## src/rtl/hazard_ctrl_pkg.sv

```systemverilog
// Shared pipeline defines: EX forward-select encodings and the per-stage hazard record.
// The mul_div field exists only when HAZARD_MULDIV_EN is defined.
package hazard_ctrl_pkg;

  typedef enum logic [1:0] {
    FWD_NONE = 2'b00,
    FWD_WB   = 2'b01,
    FWD_MEM  = 2'b10
  } fwd_sel_e;

  localparam int unsigned MD_CNT_W = 4;

  typedef struct packed {
    logic [4:0] rs;
    logic [4:0] rt;
    logic [4:0] write_reg;
    logic       reg_write;
    logic       mem_to_reg;
`ifdef HAZARD_MULDIV_EN
    logic       mul_div;
`endif
  } stage_t;

  localparam stage_t STAGE_BUBBLE = '0;

  // Register 0 is hardwired, so a write to it never produces a dependency.
  function automatic logic reg_match(input logic [4:0] src,
                                     input logic [4:0] write_reg,
                                     input logic       reg_write);
    return reg_write && (write_reg != 5'd0) && (write_reg == src);
  endfunction

endpackage

```

## src/rtl/hazard_ctrl_stage_reg.sv

```systemverilog
// One pipeline-stage copy of the hazard record: async clear, with bubble/load/hold control.
// Bubble takes priority over load; neither asserted holds the current contents.
module hazard_stage_reg
  import hazard_ctrl_pkg::*;
(
  input  logic   clk,
  input  logic   rst_n,
  input  logic   load,
  input  logic   bubble,
  input  stage_t d,
  output stage_t q
);

  stage_t stage_d;
  stage_t stage_q;

  always_comb begin
    stage_d = stage_q;
    if (bubble) begin
      stage_d = STAGE_BUBBLE;
    end else if (load) begin
      stage_d = d;
    end
  end

  always_ff @(posedge clk or negedge rst_n) begin
    if (!rst_n) begin
      stage_q <= STAGE_BUBBLE;
    end else begin
      stage_q <= stage_d;
    end
  end

  assign q = stage_q;

endmodule

```

## src/rtl/hazard_ctrl.sv

```systemverilog
// Pipeline hazard unit: forwarding selects, load-use/branch stalls and multi-cycle mul/div hold.
// Optional macro HAZARD_MULDIV_EN enables the mul/div occupancy counter and EX hold.
module hazard_ctrl
  import hazard_ctrl_pkg::*;
#(
  parameter int unsigned MULDIV_LAT = 4
) (
  input  logic       clk,
  input  logic       rst_n,
  input  logic [4:0] RsD,
  input  logic [4:0] RtD,
  input  logic [4:0] WriteRegD,
  input  logic       RegWriteD,
  input  logic       MemtoRegD,
  input  logic       BranchD,
  input  logic       MulDivD,
  output logic       ForwardAD,
  output logic       ForwardBD,
  output logic [1:0] ForwardAE,
  output logic [1:0] ForwardBE,
  output logic       StallF,
  output logic       StallD,
  output logic       FlushE
);

  stage_t   d_stage;
  stage_t   ex_stage;
  stage_t   mem_stage;
  stage_t   wb_stage;
  logic     lwstall;
  logic     branchstall;
  logic     mdbusy;
  logic     flush_e;
  fwd_sel_e fwd_ae;
  fwd_sel_e fwd_be;

  always_comb begin
    d_stage            = STAGE_BUBBLE;
    d_stage.rs         = RsD;
    d_stage.rt         = RtD;
    d_stage.write_reg  = WriteRegD;
    d_stage.reg_write  = RegWriteD;
    d_stage.mem_to_reg = MemtoRegD;
`ifdef HAZARD_MULDIV_EN
    d_stage.mul_div    = MulDivD;
`endif
  end

`ifdef HAZARD_MULDIV_EN
  localparam logic [MD_CNT_W-1:0] MD_LAST = MD_CNT_W'(MULDIV_LAT - 1);

  logic [MD_CNT_W-1:0] md_cnt_d;
  logic [MD_CNT_W-1:0] md_cnt_q;

  // Counts completed EX cycles of the resident mul/div; stops at MD_LAST so it cannot wrap.
  always_comb begin
    mdbusy   = ex_stage.mul_div && (md_cnt_q < MD_LAST);
    md_cnt_d = '0;
    if (mdbusy) begin
      md_cnt_d = md_cnt_q + MD_CNT_W'(1);
    end
  end

  always_ff @(posedge clk or negedge rst_n) begin
    if (!rst_n) begin
      md_cnt_q <= '0;
    end else begin
      md_cnt_q <= md_cnt_d;
    end
  end

  logic unused_md_fields;
  assign unused_md_fields = mem_stage.mul_div ^ wb_stage.mul_div;
`else
  assign mdbusy = 1'b0;

  logic unused_md_cfg;
  assign unused_md_cfg = MulDivD ^ (MULDIV_LAT == 32'd0);
`endif

  always_comb begin
    ForwardAD = reg_match(RsD, mem_stage.write_reg, mem_stage.reg_write);
    ForwardBD = reg_match(RtD, mem_stage.write_reg, mem_stage.reg_write);

    fwd_ae = FWD_NONE;
    if (reg_match(ex_stage.rs, mem_stage.write_reg, mem_stage.reg_write)) begin
      fwd_ae = FWD_MEM;
    end else if (reg_match(ex_stage.rs, wb_stage.write_reg, wb_stage.reg_write)) begin
      fwd_ae = FWD_WB;
    end

    fwd_be = FWD_NONE;
    if (reg_match(ex_stage.rt, mem_stage.write_reg, mem_stage.reg_write)) begin
      fwd_be = FWD_MEM;
    end else if (reg_match(ex_stage.rt, wb_stage.write_reg, wb_stage.reg_write)) begin
      fwd_be = FWD_WB;
    end
  end

  assign ForwardAE = fwd_ae;
  assign ForwardBE = fwd_be;

  always_comb begin
    lwstall = ex_stage.mem_to_reg &&
              (reg_match(RsD, ex_stage.write_reg, ex_stage.reg_write) ||
               reg_match(RtD, ex_stage.write_reg, ex_stage.reg_write));

    branchstall = BranchD &&
                  (reg_match(RsD, ex_stage.write_reg, ex_stage.reg_write) ||
                   reg_match(RtD, ex_stage.write_reg, ex_stage.reg_write) ||
                   (mem_stage.mem_to_reg &&
                    (reg_match(RsD, mem_stage.write_reg, mem_stage.reg_write) ||
                     reg_match(RtD, mem_stage.write_reg, mem_stage.reg_write))));

    // A busy mul/div holds EX in place, so it must suppress the bubble a load-use stall would insert.
    flush_e = (lwstall || branchstall) && !mdbusy;
  end

  assign StallF = lwstall || branchstall || mdbusy;
  assign StallD = lwstall || branchstall || mdbusy;
  assign FlushE = flush_e;

  hazard_stage_reg u_ex (
    .clk    (clk),
    .rst_n  (rst_n),
    .load   (!mdbusy),
    .bubble (flush_e),
    .d      (d_stage),
    .q      (ex_stage)
  );

  hazard_stage_reg u_mem (
    .clk    (clk),
    .rst_n  (rst_n),
    .load   (1'b1),
    .bubble (mdbusy),
    .d      (ex_stage),
    .q      (mem_stage)
  );

  hazard_stage_reg u_wb (
    .clk    (clk),
    .rst_n  (rst_n),
    .load   (1'b1),
    .bubble (1'b0),
    .d      (mem_stage),
    .q      (wb_stage)
  );

  logic unused_fields;
  assign unused_fields = ^{mem_stage.rs, mem_stage.rt,
                           wb_stage.rs, wb_stage.rt, wb_stage.mem_to_reg};

endmodule

```

## config.mk

```make
export PLATFORM = sky130hd
export DESIGN_NAME = hazard_ctrl
export DESIGN_NICKNAME = d
export VERILOG_FILES = /design/src/rtl/hazard_ctrl_pkg.sv /design/src/rtl/hazard_ctrl_stage_reg.sv /design/src/rtl/hazard_ctrl.sv
export SDC_FILE = /design/constraint.sdc
export NUM_CORES = 1
export LEC_CHECK = 0
export ABC_AREA = 1
export BUFFER_PORTS_ARGS = -buffer_cell sky130_fd_sc_hd__buf_2
export CELL_PAD_IN_SITES_DETAIL_PLACEMENT = 1
export CELL_PAD_IN_SITES_GLOBAL_PLACEMENT = 2
export CORE_ASPECT_RATIO = 0.5
export CORE_MARGIN = 3
export CORE_UTILIZATION = 34
export DETAILED_ROUTE_END_ITERATION = 8
export HOLD_SLACK_MARGIN = 0.15
export PLACE_DENSITY = 0.87
export SLEW_MARGIN = 0
export SYNTH_ARGS = -nofsm -noshare
export SYNTH_HDL_FRONTEND = slang
export SYNTH_SLANG_ARGS = --single-unit
```

## constraint.sdc

```tcl
create_clock -name clk -period 1.65 [get_ports clk]
set_input_delay 0.0825 -clock clk [delete_from_list [all_inputs] [get_ports clk]]
set_output_delay 0.0825 -clock clk [all_outputs]
set_load 0.01 [all_outputs]
```

==> results.json <==
{
  "num_vias": 1217,
  "grt_pass1_vias": 1285,
  "start_kind": "flop",
  "worst_skew_pair.late_latency_ns": 0.28,
  "status": "finished with violations",
  "synthTopCellsByArea": "dfrtp_1, xor2_1, xnor2_1",
  "fmax_ghz": 0.5806,
  "worstMarginPinSlew_ns": 0.6621,
  "overflow": 0,
  "die_area_sq_um": 5740,
  "wl_per_cell_um": 14.48,
  "rows": 17,
  "finalHoldViolCount": 0,
  "io_buffers": 28,
  "htree_num_levels": 2,
  "critPathSlowestCell": "dfrtp_2",
  "finalNonFillerCells": 287,
  "ir_worst_vdd_mv": 0.4435,
  "hold_class": "flop to flop",
  "clock-root-buffer": "clkbuf_8",
  "grt_pass1_wl_um": 6230,
  "drive_gt1_share_pct": 34.84,
  "crit_required_ns": 1.57,
  "syn-mean-instance-area_sq_um": 9.874,
  "ys_seq_area_share_pct": 45.80,
  "final_cell_mix": "buf_2, dfrtp_1, inv_1",
  "maxCapViolCount": 0,
  "post-route-period-util_pct": 104.4,
  "cp_data_arrival_time_ns": 1.64,
  "drt.antenna.violating_nets": 0,
  "crit_chain": "xnor2_1 > nand2_1 > nor2_1 > nand3_4 > nand2_4 > nand2_4 > nand2_8 > buf_6",
  "synth-seq-cells": 30,
  "path_delay_family": "simple AND/OR/NAND/NOR gates",
  "endpoint_kind": "primary output",
  "insertedDiodeCount": 0,
  "combPwrFrac_pct": 18.4,
  "setup_viol": 16,
  "synthCells": 166,
  "avgViaCountPerCell": 4.240,
  "wl_um": 4156,
  "cp_max_fo": 5,
  "clock_skew_ns": 0.005375,
  "worst_path_most_repeated_cell": "nand2_4",
  "grt_max_degree": 31,
  "synth_nets": 187,
  "finalCriticalPeriod_ns": 1.722,
  "clkPwrFrac_pct": 36.3,
  "max-clock-path-buffers": 2,
  "ios": 30,
  "seq_power_share_pct": 45.3,
  "crit_type": "flop to primary output",
  "p_switching_uw": 497.6,
  "placed_area_sq_um": 1809,
  "grt_usage_pct": 14.71,
  "ys_types": 24,
  "die_y_um": 55.10,
  "cts_made_buffers": 5,
  "dpl.hpwl_um": 2683,
  "yosys.area.top_type_share_pct": 45.80,
  "fin_nets": 241,
  "max_slew_margin_pct": 55.86,
  "max_stage_delay_ns": 0.46,
  "first_pass_iters": 5,
  "violations": "negative setup slack",
  "remaining_drc_errors": 0,
  "gp_congestion": 0.8160,
  "initial_utilization_pct": 36.35,
  "path_buf_inv": 1,
  "core_sq_um": 4509,
  "cts_tree": "yes",
  "placedCellCount": 255,
  "p_sw_share_pct": 26.49,
  "worst_slack_ns": -0.07232,
  "drtIter0Drc": 41,
  "clk_pin_slew_ns": 0.06,
  "drv_slew": 0,
  "antenna_found_initial": 0,
  "clkSinkCount": 30,
  "n_fill_cell": 520,
  "power.density_nw_per_um2": 834.1,
  "internal-power_uw": 1381,
  "rsz0062_at_grt": "yes",
  "die_w_um": 104.2,
  "syn_area_sq_um": 1639,
  "fin_area_sq_um": 2252,
  "area_growth_pct": 37.40,
  "synth_area_leader_cell": "dfrtp_1",
  "fin_hold_ws_ns": 0.3808,
  "leakage_uw": 0.001089,
  "synth_warnings": 0
}
[power groups by stage]
stage          Sequential, uW  Combinational, uW  Clock, uW
6_report                  852                345        682
5_1_grt                   858                378        725
3_3_place_gp              859                249          0
3_5_place_dp              864                261          0
2_1_floorplan             834                205          0
4_1_cts                   851                318        696
[metrics by stage]
| step | setup TNS, ns | power (uW) | utilization, % | setup slack, ns |
|---|---|---|---|---|
| 5_1_grt | -2.611 | 1962 | 49.94 | -0.1717 |
| 6_report | -0.6251 | 1879 | 49.94 | -0.07232 |
| 2_1_floorplan | 0 | 1039 | - | 0.1821 |
| 3_3_place_gp | 0 | 1108 | 40.12 | 0.07548 |
| 3_5_place_dp | 0 | 1125 | 40.12 | 0.02502 |
| 4_1_cts | -0.1410 | 1865 | 48.67 | -0.04029 |
[cell usage after synthesis, drive strengths merged]
| cell type | instances |
|---|---|
| nor2 | 31 |
| dfrtp | 30 |
| inv | 25 |
| xor2 | 22 |
| nand2 | 16 |
| xnor2 | 15 |
| buf | 8 |
| nand3 | 7 |
| a21oi | 2 |
| nand4 | 2 |
| nor3 | 2 |
| nor4 | 2 |
| nand3b | 1 |
| o211ai | 1 |
| o21ai | 1 |
| or2 | 1 |
[repair_timing]
action	in CTS	in global routing
gates resized for setup	12	10
setup endpoints to repair	7	24
pin swaps	1	8
buffers inserted	6	1
hold buffers	18	0
gates cloned	0	0
hold endpoints to repair	47	0
[path summary, 6_finish.rpt]
kind	from	to	slack (ns)	cells after the start
worst min register to register	u_ex.q[1]$_DFF_PN0_	u_mem.q[1]$_DFF_PN0_	0.38	0
worst max-delay path	u_mem.q[2]$_DFF_PN0_	StallD	-0.07	8
min in group asynchronous	rst_n	u_wb.q[6]$_DFF_PN0_	0.39	2
max in group asynchronous	rst_n	u_mem.q[2]$_DFF_PN0_	0.79	2
worst max register to register	u_mem.q[2]$_DFF_PN0_	u_ex.q[10]$_DFF_PN0_	-0.05	10
worst min-delay path	u_ex.q[1]$_DFF_PN0_	u_mem.q[1]$_DFF_PN0_	0.38	0
[registers in the layout, summed over array words and instances (netlist names)]
register  flops
u_mem.q       7
u_ex.q       17
u_wb.q        6
[metal layers]
| metal | global-route usage, % | vias up | wire length (um) |
|---|---|---|---|
| met5 | 0 | - | 0 |
| met1 | 15.34 | 589 | 1749 |
| met2 | 30.43 | 25 | 2222 |
| met3 | 3.360 | 5 | 146 |
| met4 | 5.740 | 0 | 38 |
| li1 | - | 598 | - |
[final cells by class]
cell class                 count  area, sq um  area share, %
multi-input combinational    103        770.7          34.22
tap                           66        82.58          3.667
sequential                    30        757.0          33.61
inverter                      25        96.34          4.278
clock buffer                   8        110.1          4.889
timing repair buffer          55        435.4          19.33
[cell families after synthesis]
| logic type | count (synthesis) | synth area share, % |
|---|---|---|
| AOI/OAI and AO/OA | 4 | 1.374 |
| DFF | 30 | 45.80 |
| and+or+nand+nor | 62 | 21.98 |
| xor gates and xnor gates | 37 | 19.77 |
| buffers and inverters | 33 | 11.07 |
[worst reg2reg max path: cells and delay by family, from the launching register on]
family | cells | cell delay (ns)
xor+xnor | 1 | 0.17
simple gates | 7 | 0.67
flops | 1 | 0.46
buf+inv | 2 | 0.29
Power figures use the tool's default switching activity.
